## src/rtl/pipe_ctrl_pkg.sv

```systemverilog
// Shared definitions for the pipeline sequencing controller: instruction
// field positions, opcode/aluop constants and the controller state enum.
package pipe_ctrl_pkg;

  // Instruction field bit positions
  localparam int OPC_HI = 31;
  localparam int OPC_LO = 27;
  localparam int RD_HI  = 26;
  localparam int RD_LO  = 22;
  localparam int RS_HI  = 21;
  localparam int RS_LO  = 17;
  localparam int RT_HI  = 16;
  localparam int RT_LO  = 12;
  localparam int ALU_HI = 6;
  localparam int ALU_LO = 2;

  // Opcodes
  localparam logic [4:0] OP_RTYPE = 5'b00000;
  localparam logic [4:0] OP_J     = 5'b00001;
  localparam logic [4:0] OP_BNE   = 5'b00010;
  localparam logic [4:0] OP_JAL   = 5'b00011;
  localparam logic [4:0] OP_JR    = 5'b00100;
  localparam logic [4:0] OP_BLT   = 5'b00110;
  localparam logic [4:0] OP_SW    = 5'b00111;
  localparam logic [4:0] OP_LW    = 5'b01000;
  localparam logic [4:0] OP_SETX  = 5'b10101;
  localparam logic [4:0] OP_BEX   = 5'b10110;

  // R-type aluop codes handled by the multi-cycle unit
  localparam logic [4:0] ALU_MUL  = 5'b00110;
  localparam logic [4:0] ALU_DIV  = 5'b00111;

  typedef enum logic {
    RUN     = 1'b0,
    MD_WAIT = 1'b1
  } state_e;

  // True when the opcode/aluop pair selects the multi-cycle mul/div unit
  function automatic logic is_muldiv(input logic [4:0] opcode,
                                     input logic [4:0] aluop);
    return (opcode == OP_RTYPE) && ((aluop == ALU_MUL) || (aluop == ALU_DIV));
  endfunction

endpackage

```

## src/rtl/pipe_hazard_ctrl_insn_src_decode.sv

```systemverilog
// Combinational source-register decode: extracts rs/rt/rd and flags which
// of them the instruction actually reads as operands.
module insn_src_decode
  import pipe_ctrl_pkg::*;
(
  input  logic [31:0] insn,
  output logic [4:0]  rs,
  output logic [4:0]  rt,
  output logic [4:0]  rd,
  output logic        use_rs,
  output logic        use_rt,
  output logic        use_rd
);

  logic [4:0]  opcode;
  logic [11:0] insn_unused_bits;

  assign opcode           = insn[OPC_HI:OPC_LO];
  assign rs               = insn[RS_HI:RS_LO];
  assign rt               = insn[RT_HI:RT_LO];
  assign rd               = insn[RD_HI:RD_LO];
  // Immediate/aluop/shamt bits play no part in operand usage
  assign insn_unused_bits = insn[11:0];

  // Operand-use flags by opcode class
  always_comb begin
    use_rs = 1'b1;
    use_rt = 1'b0;
    use_rd = 1'b0;
    if ((opcode == OP_J) || (opcode == OP_JAL) ||
        (opcode == OP_SETX) || (opcode == OP_BEX)) begin
      use_rs = 1'b0;
    end
    if (opcode == OP_RTYPE) begin
      use_rt = 1'b1;
    end
    if ((opcode == OP_SW) || (opcode == OP_BNE) ||
        (opcode == OP_JR) || (opcode == OP_BLT)) begin
      use_rd = 1'b1;
    end
  end

endmodule

```

## src/rtl/pipe_hazard_ctrl.sv

```systemverilog
// Pipeline sequencing controller for the 5-stage core. Drives latch enables
// and nop-insertion selects to resolve load-use hazards, taken control
// transfers resolved in X, and multi-cycle mul/div operations in X.
// Optional macro PIPE_HAZARD_CTRL_MD_TIMEOUT_EN adds a bounded mul/div wait
// with a forced release after MD_TIMEOUT cycles and a sticky md_timeout flag.
module pipe_hazard_ctrl
  import pipe_ctrl_pkg::*;
#(
  parameter int MD_TIMEOUT = 64
) (
  input  logic        clock,
  input  logic        reset,
  input  logic [31:0] fd_insn,
  input  logic [31:0] dx_insn,
  input  logic        branch_taken,
  input  logic        md_ready,
  output logic        pc_en,
  output logic        fd_en,
  output logic        dx_en,
  output logic        xm_en,
  output logic        mw_en,
  output logic        fd_flush,
  output logic        dx_flush,
  output logic        xm_bubble,
  output logic        md_start,
  output logic        md_busy,
  output logic        md_timeout
);

  state_e      state_q;
  state_e      state_d;

  logic [4:0]  fd_rs;
  logic [4:0]  fd_rt;
  logic [4:0]  fd_rd;
  logic        fd_use_rs;
  logic        fd_use_rt;
  logic        fd_use_rd;

  logic [4:0]  dx_opcode;
  logic [4:0]  dx_rd;
  logic [4:0]  dx_aluop;
  logic [16:0] dx_unused_bits;

  logic        dx_is_md;
  logic        load_use;
  logic        timeout_hit;
  logic        md_timeout_q;

  insn_src_decode u_fd_decode (
    .insn   (fd_insn),
    .rs     (fd_rs),
    .rt     (fd_rt),
    .rd     (fd_rd),
    .use_rs (fd_use_rs),
    .use_rt (fd_use_rt),
    .use_rd (fd_use_rd)
  );

  assign dx_opcode      = dx_insn[OPC_HI:OPC_LO];
  assign dx_rd          = dx_insn[RD_HI:RD_LO];
  assign dx_aluop       = dx_insn[ALU_HI:ALU_LO];
  assign dx_unused_bits = {dx_insn[RS_HI:7], dx_insn[1:0]};

  assign dx_is_md = is_muldiv(dx_opcode, dx_aluop);

  // A load's destination feeding any operand the next instruction reads
  assign load_use = (dx_opcode == OP_LW) && (dx_rd != 5'd0) &&
                    ((fd_use_rs && (fd_rs == dx_rd)) ||
                     (fd_use_rt && (fd_rt == dx_rd)) ||
                     (fd_use_rd && (fd_rd == dx_rd)));

`ifdef PIPE_HAZARD_CTRL_MD_TIMEOUT_EN
  localparam int CNT_W = (MD_TIMEOUT > 2) ? $clog2(MD_TIMEOUT) : 1;

  logic [CNT_W-1:0] wait_cnt_q;

  assign timeout_hit = (state_q == MD_WAIT) &&
                       (wait_cnt_q == CNT_W'(MD_TIMEOUT - 1));

  // Wait counter held at zero in RUN so it starts from zero on each entry;
  // sticky flag records any forced release
  always_ff @(posedge clock or negedge reset) begin
    if (!reset) begin
      wait_cnt_q   <= '0;
      md_timeout_q <= 1'b0;
    end else begin
      if (state_q == MD_WAIT) begin
        wait_cnt_q <= wait_cnt_q + 1'b1;
      end else begin
        wait_cnt_q <= '0;
      end
      if (timeout_hit && !md_ready) begin
        md_timeout_q <= 1'b1;
      end
    end
  end
`else
  logic cfg_unused;

  assign cfg_unused   = (MD_TIMEOUT > 0);
  assign timeout_hit  = 1'b0;
  assign md_timeout_q = 1'b0;
`endif

  // Controller state register
  always_ff @(posedge clock or negedge reset) begin
    if (!reset) begin
      state_q <= RUN;
    end else begin
      state_q <= state_d;
    end
  end

  // Next-state and latch-control decode, all outputs forced low in reset
  always_comb begin
    state_d    = state_q;
    pc_en      = 1'b0;
    fd_en      = 1'b0;
    dx_en      = 1'b0;
    xm_en      = 1'b0;
    mw_en      = 1'b0;
    fd_flush   = 1'b0;
    dx_flush   = 1'b0;
    xm_bubble  = 1'b0;
    md_start   = 1'b0;
    md_busy    = 1'b0;
    md_timeout = md_timeout_q;

    case (state_q)
      RUN: begin
        if (branch_taken) begin
          // Squash the two wrong-path instructions behind the branch
          pc_en    = 1'b1;
          fd_en    = 1'b1;
          dx_en    = 1'b1;
          xm_en    = 1'b1;
          mw_en    = 1'b1;
          fd_flush = 1'b1;
          dx_flush = 1'b1;
        end else if (dx_is_md) begin
          // Launch mul/div, freeze front end, drain back end with bubbles
          md_start  = 1'b1;
          xm_en     = 1'b1;
          mw_en     = 1'b1;
          xm_bubble = 1'b1;
          state_d   = MD_WAIT;
        end else if (load_use) begin
          // Hold the consumer in F/D one cycle while lw moves to X/M
          dx_en    = 1'b1;
          xm_en    = 1'b1;
          mw_en    = 1'b1;
          dx_flush = 1'b1;
        end else begin
          pc_en = 1'b1;
          fd_en = 1'b1;
          dx_en = 1'b1;
          xm_en = 1'b1;
          mw_en = 1'b1;
        end
      end

      MD_WAIT: begin
        md_busy = 1'b1;
        xm_en   = 1'b1;
        mw_en   = 1'b1;
        if (md_ready || timeout_hit) begin
          pc_en   = 1'b1;
          fd_en   = 1'b1;
          dx_en   = 1'b1;
          state_d = RUN;
        end else begin
          xm_bubble = 1'b1;
        end
      end

      default: begin
        state_d = RUN;
      end
    endcase

    if (!reset) begin
      pc_en      = 1'b0;
      fd_en      = 1'b0;
      dx_en      = 1'b0;
      xm_en      = 1'b0;
      mw_en      = 1'b0;
      fd_flush   = 1'b0;
      dx_flush   = 1'b0;
      xm_bubble  = 1'b0;
      md_start   = 1'b0;
      md_busy    = 1'b0;
      md_timeout = 1'b0;
    end
  end

endmodule

```

## config.mk

```make
export PLATFORM = sky130hd
export DESIGN_NAME = pipe_hazard_ctrl
export DESIGN_NICKNAME = d
export VERILOG_FILES = /design/src/rtl/pipe_ctrl_pkg.sv /design/src/rtl/pipe_hazard_ctrl_insn_src_decode.sv /design/src/rtl/pipe_hazard_ctrl.sv
export SDC_FILE = /design/constraint.sdc
export NUM_CORES = 1
export LEC_CHECK = 0
export BUFFER_PORTS_ARGS = -buffer_cell sky130_fd_sc_hd__buf_2
export CORE_AREA = 2 2 43 55
export CTS_CLUSTER_SIZE = 40
export DETAILED_ROUTE_END_ITERATION = 8
export DIE_AREA = 0 0 45 57
export PLACE_DENSITY = 0.75
export SYNTH_ARGS = -nofsm -noshare
export SYNTH_HDL_FRONTEND = slang
export SYNTH_HIERARCHICAL = 1
export SYNTH_SLANG_ARGS = --single-unit
export TNS_END_PERCENT = 50
```

## constraint.sdc

```tcl
create_clock -name clock -period 1.9 [get_ports clock]
set_input_delay 0.19 -clock clock [delete_from_list [all_inputs] [get_ports clock]]
set_output_delay 0.19 -clock clock [all_outputs]
set_load 0.05 [all_outputs]
```

==> run metrics, run 1 <==
die area=0.00257 mm^2; Starting Density=0.276; Reg2Reg Depth=3; Max stage delay on crit path=0.52 ns; final wirelength=roughly 1600 um; P per Cell Area=242 mW/mm^2; placer congestion estimate=0.771; fin crit share=0.985; Layout Nets=178; Layout area overhead=39.2%; Peak Freq=0.535 GHz; Seq/Total Area, Yosys=0.0433; Yosys cell types=30; Critical Path Fanout Max=2; core box area=about 0.0021 mm^2; endpoints failing setup=0; RSZ-0062 raised after global routing=yes; Die H=around 57 um; Final Hold Vio Count=0; Fin Clk Skew=0 ns; Port Buffers=47; post-route ant nets=0; Reg power frac=0.112; hold_buf cts=0; Slew Viols, Final=0; initial antenna violation count=0; fill cell count=around 220; Most flops, register=state_q; Tot Pwr=0.194 mW; antenna cells=0; critical path type=in2out; crit-path cells=buf_6 > or4_4 > nor2_2 > nand2_1 > buf_4 > o211a_1 > a21o_1 > buf_6; Clk Latency, worst-skew pair=0 ns; Int Pwr=0.100 mW; Largest regs=state_q: 1 flops; CP Launch Point=fd_insn[29]; # IOs=roughly 80; worst setup path endpoint=pc_en; via density per instance=4.72; post-layout util=0.385; GR Overflow Total=0; Mapped Area=578 um^2; Synth Instances=74; Psw=0.0945 mW; crit-path leading delay family=simple AND/OR/NAND/NOR gates; Reg clk slew, reported paths=0 ns; status=finished clean; Top FF cell, synth=dfrtp_1; GR Util All Layers=0.109; fraction of layout cells with a size suffix above 1=0.565; FF+latch count, synth=1; CP arrival=between 1.5 and 2 ns; # rows=19; Routed wire per std cell=12.3 um; drt first pass iters=4; via count=609; YS warnings=6; VDD IR max=about 170 uV; First DRT Iteration DRCs=5; CP most frequent cell=buf_6; hold_ws=0.0157 ns; combinational share of power=0.888; Startpoint Class=input port; max reg flops=1; Area contributors post-synth=buf_4 25%, xor2_1 14%, xnor2_1 11%; Critical path buffers and inverters=3; cell area after layout=805 um^2; setup slack, reg-to-reg=0.91 ns; DP Area=between 700 and 800 um^2; final worst path period need=roughly 1.9 ns; largest net degree at the start of global routing=10; chip width=~45 um; count leader, synth=buf_4; async set or reset register ratio after synthesis=1.00; Detail Placement HPWL=between 1000 and 1500 um; # DRC=0; CP max-delay cell=or4_4; Synth Area per Inst=slightly below 8 um^2; Leak=0.401 nW; first-pass GRT wire length=about 2300 um; number of synthesized flops with an enable pin=0; Hold WC Path Type=in2async; number of global-route vias before repair=573; most common library cells after synthesis=19 x buf_4, 9 x xor2_1, 7 x xnor2_1; Post-Syn Nets=142; Worst path depth=8; Reg2Reg Capture Point=state_q$_DFF_PN0_; max-cap violations=0; Worst setup EP type=primary output; dominant cell type by area after synthesis=buf_4; worst reg2reg startpoint=state_q$_DFF_PN0_; switching fraction of total power=0.486; Synth top area share=0.247; Setup TNS=0 ns; CP required=1.71 ns; Clk pwr share=0
layer usage:
metal | wire length, um | part of all wire | GRT usage
met2 | 921 | 0.58 | 0.222
met1 | 545 | 0.34 | 0.124
met5 | 0 | 0 | 0
met4 | 0 | 0 | 0
met3 | 125 | 0.079 | 0.00633
per-stage QoR:
stage	setup WS, ns	instances
3_5_place_dp	-0.00785	128
5_1_grt	-0.0369	129
6_report	0.0294	129
3_3_place_gp	0.000639	128
4_1_cts	-0.000209	128
2_1_floorplan	-0.0369	74
how the worst min path moves through the flow:
stage,slack (ns),endpoint
finish,0.02,state_q$_DFF_PN0_
CTS,0.02,state_q$_DFF_PN0_
floorplan,-0.11,state_q$_DFF_PN0_
global placement,0.008,state_q$_DFF_PN0_
detailed placement,0.02,state_q$_DFF_PN0_
global route,0.02,state_q$_DFF_PN0_
cell usage in the layout (no fill, tap or decap), types with 2 or more instances in the layout:
| cell type | netlist | routed |
|---|---|---|
| and2_1 | 3 | 3 |
| buf_2 | 0 | 42 |
| buf_4 | 19 | 6 |
| buf_6 | 0 | 5 |
| inv_1 | 4 | 4 |
| nand2_1 | 3 | 3 |
| nor2_1 | 4 | 3 |
| nor2b_1 | 2 | 2 |
| nor4_1 | 2 | 2 |
| or4_4 | 1 | 2 |
| xnor2_1 | 7 | 7 |
| xor2_1 | 9 | 9 |
what timing repair did:
| item | CTS | global route |
|---|---|---|
| buffers inserted | 0 | 1 |
| resized for setup | 1 | 12 |
| hold endpoints to repair | 0 | 0 |
| endpoints found under the setup margin | 2 | 3 |
| pin swaps | 0 | 4 |
power by group through the flow:
| stage | clock, mW | sequential (mW) | combinational, mW |
|---|---|---|---|
| floorplan | 0 | 0.0218 | 0.116 |
| global placement | 0 | 0.0218 | 0.155 |
| detailed placement | 0 | 0.0218 | 0.161 |
| CTS | 0 | 0.0218 | 0.162 |
| global route | 0 | 0.0218 | 0.187 |
| finish | 0 | 0.0218 | 0.173 |
kinds of logic after synthesis:
family	Yosys count	synth area share
buffers and inverters	23	0.273
and+or+nand+nor	22	0.253
DFF	1	0.0433
xor gates and xnor gates	16	0.242
other	1	0.00649
AOI/OAI and AO/OA	11	0.182
final cells by class:
cell class | count | area [um^2] | share of cell area
Sequential cell | 1 | 25.0 | 0.0311
Tap cell | 21 | 26.3 | 0.0327
Inverter | 4 | 15.0 | 0.0187
Multi-Input combinational cell | 50 | 427 | 0.530
Timing Repair Buffer | 53 | 312 | 0.387
No activity file was read; power rests on OpenSTA's default activity.
==> run 2, diff against run 1 <==
--- a/config.mk
+++ b/config.mk
@@ -12,4 +12,5 @@
 export DIE_AREA = 0 0 45 57
 export PLACE_DENSITY = 0.75
+export RECOVER_POWER = 25
 export SYNTH_ARGS = -nofsm -noshare
 export SYNTH_HDL_FRONTEND = slang
==> constraint.sdc (replaced) <==
create_clock -name clock -period 1.9 [get_ports clock]
set_input_delay 0.38 -clock clock [delete_from_list [all_inputs] [get_ports clock]]
set_output_delay 0.38 -clock clock [all_outputs]
set_load 0.05 [all_outputs]
==> run 2 against run 1 <==
The run now ends with negative setup slack left. Hold slack better by 0.24 ns. Maximum frequency down 14%. Via count grew 3.3%. Utilization up 4.7 points. Critical path type unchanged.
==> run metrics, run 2 (same netlist as run 1, synthesis figures left out) <==
status=finished with violations (was finished clean); failing checks=negative setup slack; met2 WL=882 um (was 921 um); commonest cells after routing, fill and taps aside=39 x buf_2, 12 x buf_4, 9 x xor2_1 (was 42 x buf_2, 9 x xor2_1, 7 x xnor2_1); final worst path period need=2.17 ns (was 1.87 ns); Routed wire per std cell=11.6 um (was 12.3 um); DP Area=820 um^2 (was 752 um^2); critical path type=in2out (unchanged); fill cell count=219 (was 222); Most flops, register=state_q (unchanged); P per Cell Area=233 mW/mm^2 (was 242 mW/mm^2); antenna cells=0 (unchanged); drt first pass iters=2 (was 4); max-cap violations=0 (unchanged); Reg clk slew, reported paths=0 ns (about the same); CP arrival=1.79 ns (was 1.68 ns); # IOs=79 (unchanged); VDD IR max=132 uV (was 170 uV); via density per instance=4.63 (was 4.72); Peak Freq=0.461 GHz (was 0.535 GHz); number of global-route vias before repair=615 (was 573); wire length on met3=133 um (was 125 um); Detail Placement HPWL=1350 um (was 1360 um); Worst setup EP type=primary output (unchanged); worst reg2reg startpoint=state_q$_DFF_PN0_ (unchanged); Multi-input gate area=457 um^2 (was 427 um^2); met1 wire length=559 um (was 545 um); placer congestion estimate=0.696 (was 0.771); top sig layer=met3 (unchanged); Final Hold Vio Count=0 (unchanged); fraction of layout cells with a size suffix above 1=0.609 (was 0.565); # rows=19 (unchanged); commonest non-fill, non-tap cell in the layout=buf_2 (unchanged); dpl ws=-0.390 ns (was -0.00785 ns); post-route ant nets=0 (unchanged); Fin Clk Skew=0 ns (unchanged); CP required=1.52 ns (was 1.71 ns); Layout Nets=185 (was 178); via count=629 (was 609); Slew Viols, Final=0 (unchanged); Setup Buffers After CTS=0 (unchanged); core box area=0.00209 mm^2 (unchanged); cell area after layout=902 um^2 (was 805 um^2); endpoints failing setup=3 (was 0); Critical Path Fanout Max=2 (unchanged); Layout area overhead=56.1% (was 39.2%); GR Util All Layers=0.122 (was 0.109); Leak=0.442 nW (was 0.401 nW); Starting Density=0.276 (unchanged); setup slack, reg-to-reg=0.85 ns (was 0.91 ns); first-pass GRT wire length=2500 um (was 2260 um); Reg2Reg Depth=4 (was 3); RSZ-0062 raised after global routing=yes (unchanged); Hold WC Path Type=in2async (unchanged); chip width=45 um (unchanged); Largest regs=state_q: 1 flops (unchanged); Register Area=25.0 um^2 (unchanged); Clk Latency, worst-skew pair=0 ns (about the same); GR Overflow Total=0 (unchanged); Port Buffers=47 (unchanged); post-route setup slack=-0.269 ns (was 0.0294 ns); First DRT Iteration DRCs=7 (was 5); # DRC=0 (unchanged); final wirelength=1580 um (was 1590 um); Reg2Reg Capture Point=state_q$_DFF_PN0_ (unchanged); max reg flops=1 (unchanged); Die H=57 um (unchanged); Startpoint Class=input port (unchanged); die area=0.00257 mm^2 (unchanged); largest net degree at the start of global routing=10 (unchanged); initial antenna violation count=0 (unchanged); fin crit share=1.14 (was 0.985)
[run 2: cell count changes in the layout (fill, tap and decap cells not counted), sizes merged]
| cell | before | now |
|---|---|---|
| buf | 53 | 59 |
| clkbuf | 0 | 1 |
[run 2: worst max-delay path by stage]
stage,slack (ns),endpoint,start
detailed placement,-0.39,dx_flush,fd_insn[31]
global route,-0.32,dx_flush,fd_insn[31]
CTS,-0.29,dx_flush,fd_insn[31]
floorplan,-0.24,dx_flush,fd_insn[31]
finish,-0.27,dx_flush,fd_insn[31]
global placement,-0.36,dx_flush,fd_insn[31]
[run 2: final cells by class]
type | instances | share of cell area
multi-input cells | 50 | 0.506
inverters | 4 | 0.0166
flip-flops and latches | 1 | 0.0277
well taps | 21 | 0.0291
repair buffers | 60 | 0.420
[run 2: repair_timing]
action,in CTS,in global routing
hold endpoints to repair,0,0
setup endpoints to repair,5,5
gates resized for setup,16,3
hold buffers,0,0
pin swaps,2,0
[run 2: worst max-delay path, stage by stage]
cell and delay [ns]:
buf_6 0.09, or4_1 0.51, nor2_1 0.10, nand2_1 0.08, o21a_1 0.20, a221oi_4 0.23, buf_6 0.19
[run 2: through the flow]
stage	utilization	setup TNS [ns]	total power, mW	hold WS, ns	instances
final	0.431	-0.709	0.210	0.254	136
after global routing	0.431	-0.959	0.224	0.282	136
after CTS	0.426	-0.748	0.210	0.208	136
after detailed placement	0.392	-1.28	0.194	0.203	136
after global placement	0.392	-1.15	0.190	0.200	136
after floorplan	-	-0.592	0.142	0.0844	74
[run 2: layer usage]
layer / vias up / global-route usage
met2: 30 / 0.253
li1: 321 / -
met4: 0 / 0
met3: 0 / 0.0127
met5: - / 0
met1: 278 / 0.131
[run 2: where the power goes]
| group | switching [mW] | internal [mW] | total, mW |
|---|---|---|---|
| registers | 0.0000386 | 0.0217 | 0.0218 |
| clock network | 0 | 0 | 0 |
| logic | 0.0982 | 0.0898 | 0.188 |
| total | 0.0982 | 0.112 | 0.210 |
==> run 3, diff against run 2 <==
Settings changed: CORE_AREA 2 2 43 55 to 2 2 47 59, DIE_AREA 0 0 45 57 to 0 0 49 61, PLACE_DENSITY 0.75 to default.
==> run 3 against run 2 <==
Sequential cell count did not move. Global-route usage fell by 1.9 points. Utilization fell by 5.2 points. Sequential share of layout area fell by 0.057 points. Wire length fell by 4.5%. Critical path depth did not move. The run still ends with negative setup slack left. Cell area rose by 2.1%. Highest routed layer unchanged. Largest cell class unchanged. First-iteration DRC count fell by 86%. Hold slack improved by 0.0022 ns. Setup slack improved by 0.013 ns. Sequential power barely moved. Die area rose by 17%.
==> run metrics, run 3 (same netlist as run 1, synthesis figures left out) <==
final worst path period need=2.16 ns (was 2.17 ns); Layout Nets=186 (was 185); post-layout util=0.379 (was 0.431); Psw=0.0981 mW (was 0.0982 mW); switching fraction of total power=0.464 (was 0.468); Peak Freq=0.464 GHz (was 0.461 GHz); Detail Placement HPWL=1360 um (was 1350 um); commonest non-fill, non-tap cell in the layout=buf_2 (unchanged); die area=0.00299 mm^2 (was 0.00257 mm^2); failing checks=negative setup slack (unchanged); Leak=0.448 nW (was 0.442 nW); fraction of layout cells with a size suffix above 1=0.603 (was 0.609); largest net degree at the start of global routing=10 (unchanged); Final Hold Vio Count=0 (unchanged); endpoints failing setup=4 (was 3); drt first pass iters=2 (unchanged); fin crit share=1.14 (about the same); Die H=61 um (was 57 um); placer congestion estimate=0.659 (was 0.696); Reg power frac=0.103 (was 0.104); CP Launch Point=fd_insn[31] (unchanged); Routed wire per std cell=10.1 um (was 11.6 um); # DRC=0 (unchanged); Clk Latency, worst-skew pair=0 ns (about the same); status=finished with violations (unchanged); P per Cell Area=230 mW/mm^2 (was 233 mW/mm^2); Reg clk slew, reported paths=0 ns (about the same); Starting Density=0.238 (was 0.276); number of global-route vias before repair=691 (was 615); initial antenna violation count=0 (unchanged); GR Util All Layers=0.103 (was 0.122); CP required=1.52 ns (about the same); via count=637 (was 629); GR Overflow Total=0 (unchanged); Most flops, register=state_q (unchanged); core box area=0.00243 mm^2 (was 0.00209 mm^2); Port Buffers=47 (unchanged); hold_ws=0.256 ns (was 0.254 ns); Multi-input gate area=452 um^2 (was 457 um^2); Layout area overhead=59.3% (was 56.1%); Startpoint Class=input port (unchanged); First DRT Iteration DRCs=1 (was 7); hold_buf cts=0 (unchanged); dpl ws=-0.393 ns (was -0.390 ns); VDD IR max=141 uV (was 132 uV); Largest regs=state_q: 1 flops (unchanged); post-route ant nets=0 (unchanged); Worst setup EP type=primary output (unchanged); max-cap violations=0 (unchanged); via density per instance=4.28 (was 4.63); Clk pwr share=0 (about the same); first-pass GRT wire length=2520 um (was 2500 um); final wirelength=1500 um (was 1580 um); fill cell count=261 (was 219); Slew Viols, Final=0 (unchanged); post-route setup slack=-0.257 ns (was -0.269 ns); # IOs=79 (unchanged); Int Pwr=0.113 mW (was 0.112 mW); Fin Clk Skew=0 ns (unchanged); CP arrival=1.78 ns (was 1.79 ns); Hold WC Path Type=in2async (unchanged); Register Area=25.0 um^2 (unchanged); chip width=49 um (was 45 um); combinational share of power=0.897 (was 0.896); critical path type=in2out (unchanged); antenna cells=0 (unchanged); DP Cell Count=149 (was 136); # rows=20 (was 19); max reg flops=1 (unchanged); Layout Cells excl Fill=149 (was 136); RSZ-0062 raised after global routing=yes (unchanged); worst reg2reg startpoint=state_q$_DFF_PN0_ (unchanged); commonest cells after routing, fill and taps aside=40 x buf_2, 13 x buf_4, 9 x xor2_1 (was 39 x buf_2, 12 x buf_4, 9 x xor2_1); Critical Path Fanout Max=2 (unchanged)
==> run 3: cell count changes in the layout (fill, tap and decap cells not counted) <==
cell	previous run	this run
buf_6	8	5
buf_8	0	2
buf_2	39	40
buf_4	12	13
nor2b_1	1	2
nor2b_2	1	0
nor4bb_1	0	1
nor4bb_2	1	0
or4_1	1	0
or4_4	1	2
==> run 3: path summary, 6_finish.rpt <==
kind                                     end  slack (ns)  cells past startpoint
hold / removal             state_q$_DFF_PN0_        0.26                      1
setup reg to reg           state_q$_DFF_PN0_        0.87                      4
hold reg to reg            state_q$_DFF_PN0_        0.84                      4
max in group asynchronous  state_q$_DFF_PN0_        1.40                      1
setup / recovery                    dx_flush       -0.26                      7
min in group clock         state_q$_DFF_PN0_        0.84                      4
==> run 3: timing repair <==
action	in CTS	in global routing
setup endpoints to repair	5	5
resized for setup	12	7
pin swaps	3	2
buffers inserted	0	0
==> run 3: critical path, stage by stage <==
cell and delay, ns:
buf_6 0.09, or4_4 0.51, nor2_1 0.09, nand2_1 0.07, o21a_1 0.20, a221oi_4 0.23, buf_6 0.19
==> run 3: per-stage QoR <==
step           power, mW  setup TNS [ns]  area [um^2]
5_1_grt            0.228           -1.10          921
6_report           0.212          -0.719          921
4_1_cts            0.210          -0.982          890
3_5_place_dp       0.197           -1.32          842
2_1_floorplan      0.142          -0.592          611
3_3_place_gp       0.193           -1.27          842
==> run 3: power by group through the flow <==
stage / sequential, mW / combinational (mW) / clock, mW
6_report: 0.0218 / 0.190 / 0
5_1_grt: 0.0218 / 0.206 / 0
4_1_cts: 0.0218 / 0.188 / 0
3_5_place_dp: 0.0218 / 0.175 / 0
3_3_place_gp: 0.0218 / 0.171 / 0
2_1_floorplan: 0.0218 / 0.120 / 0
==> run 3: per-layer routing <==
layer / wire length (um) / part of all wire / track usage / up-vias
li1: - / - / - / 325
met1: 548 / 0.36 / 0.105 / 284
met2: 843 / 0.56 / 0.237 / 28
met3: 112 / 0.074 / 0.00985 / 0
met4: 0 / 0 / 0 / 0
met5: 0 / 0 / 0 / -
==> run 3: layout make-up <==
class / instances / area share
flip-flops and latches: 1 / 0.0272
inverters: 4 / 0.0163
multi-input cells: 50 / 0.490
repair buffers: 61 / 0.421
well taps: 33 / 0.0448
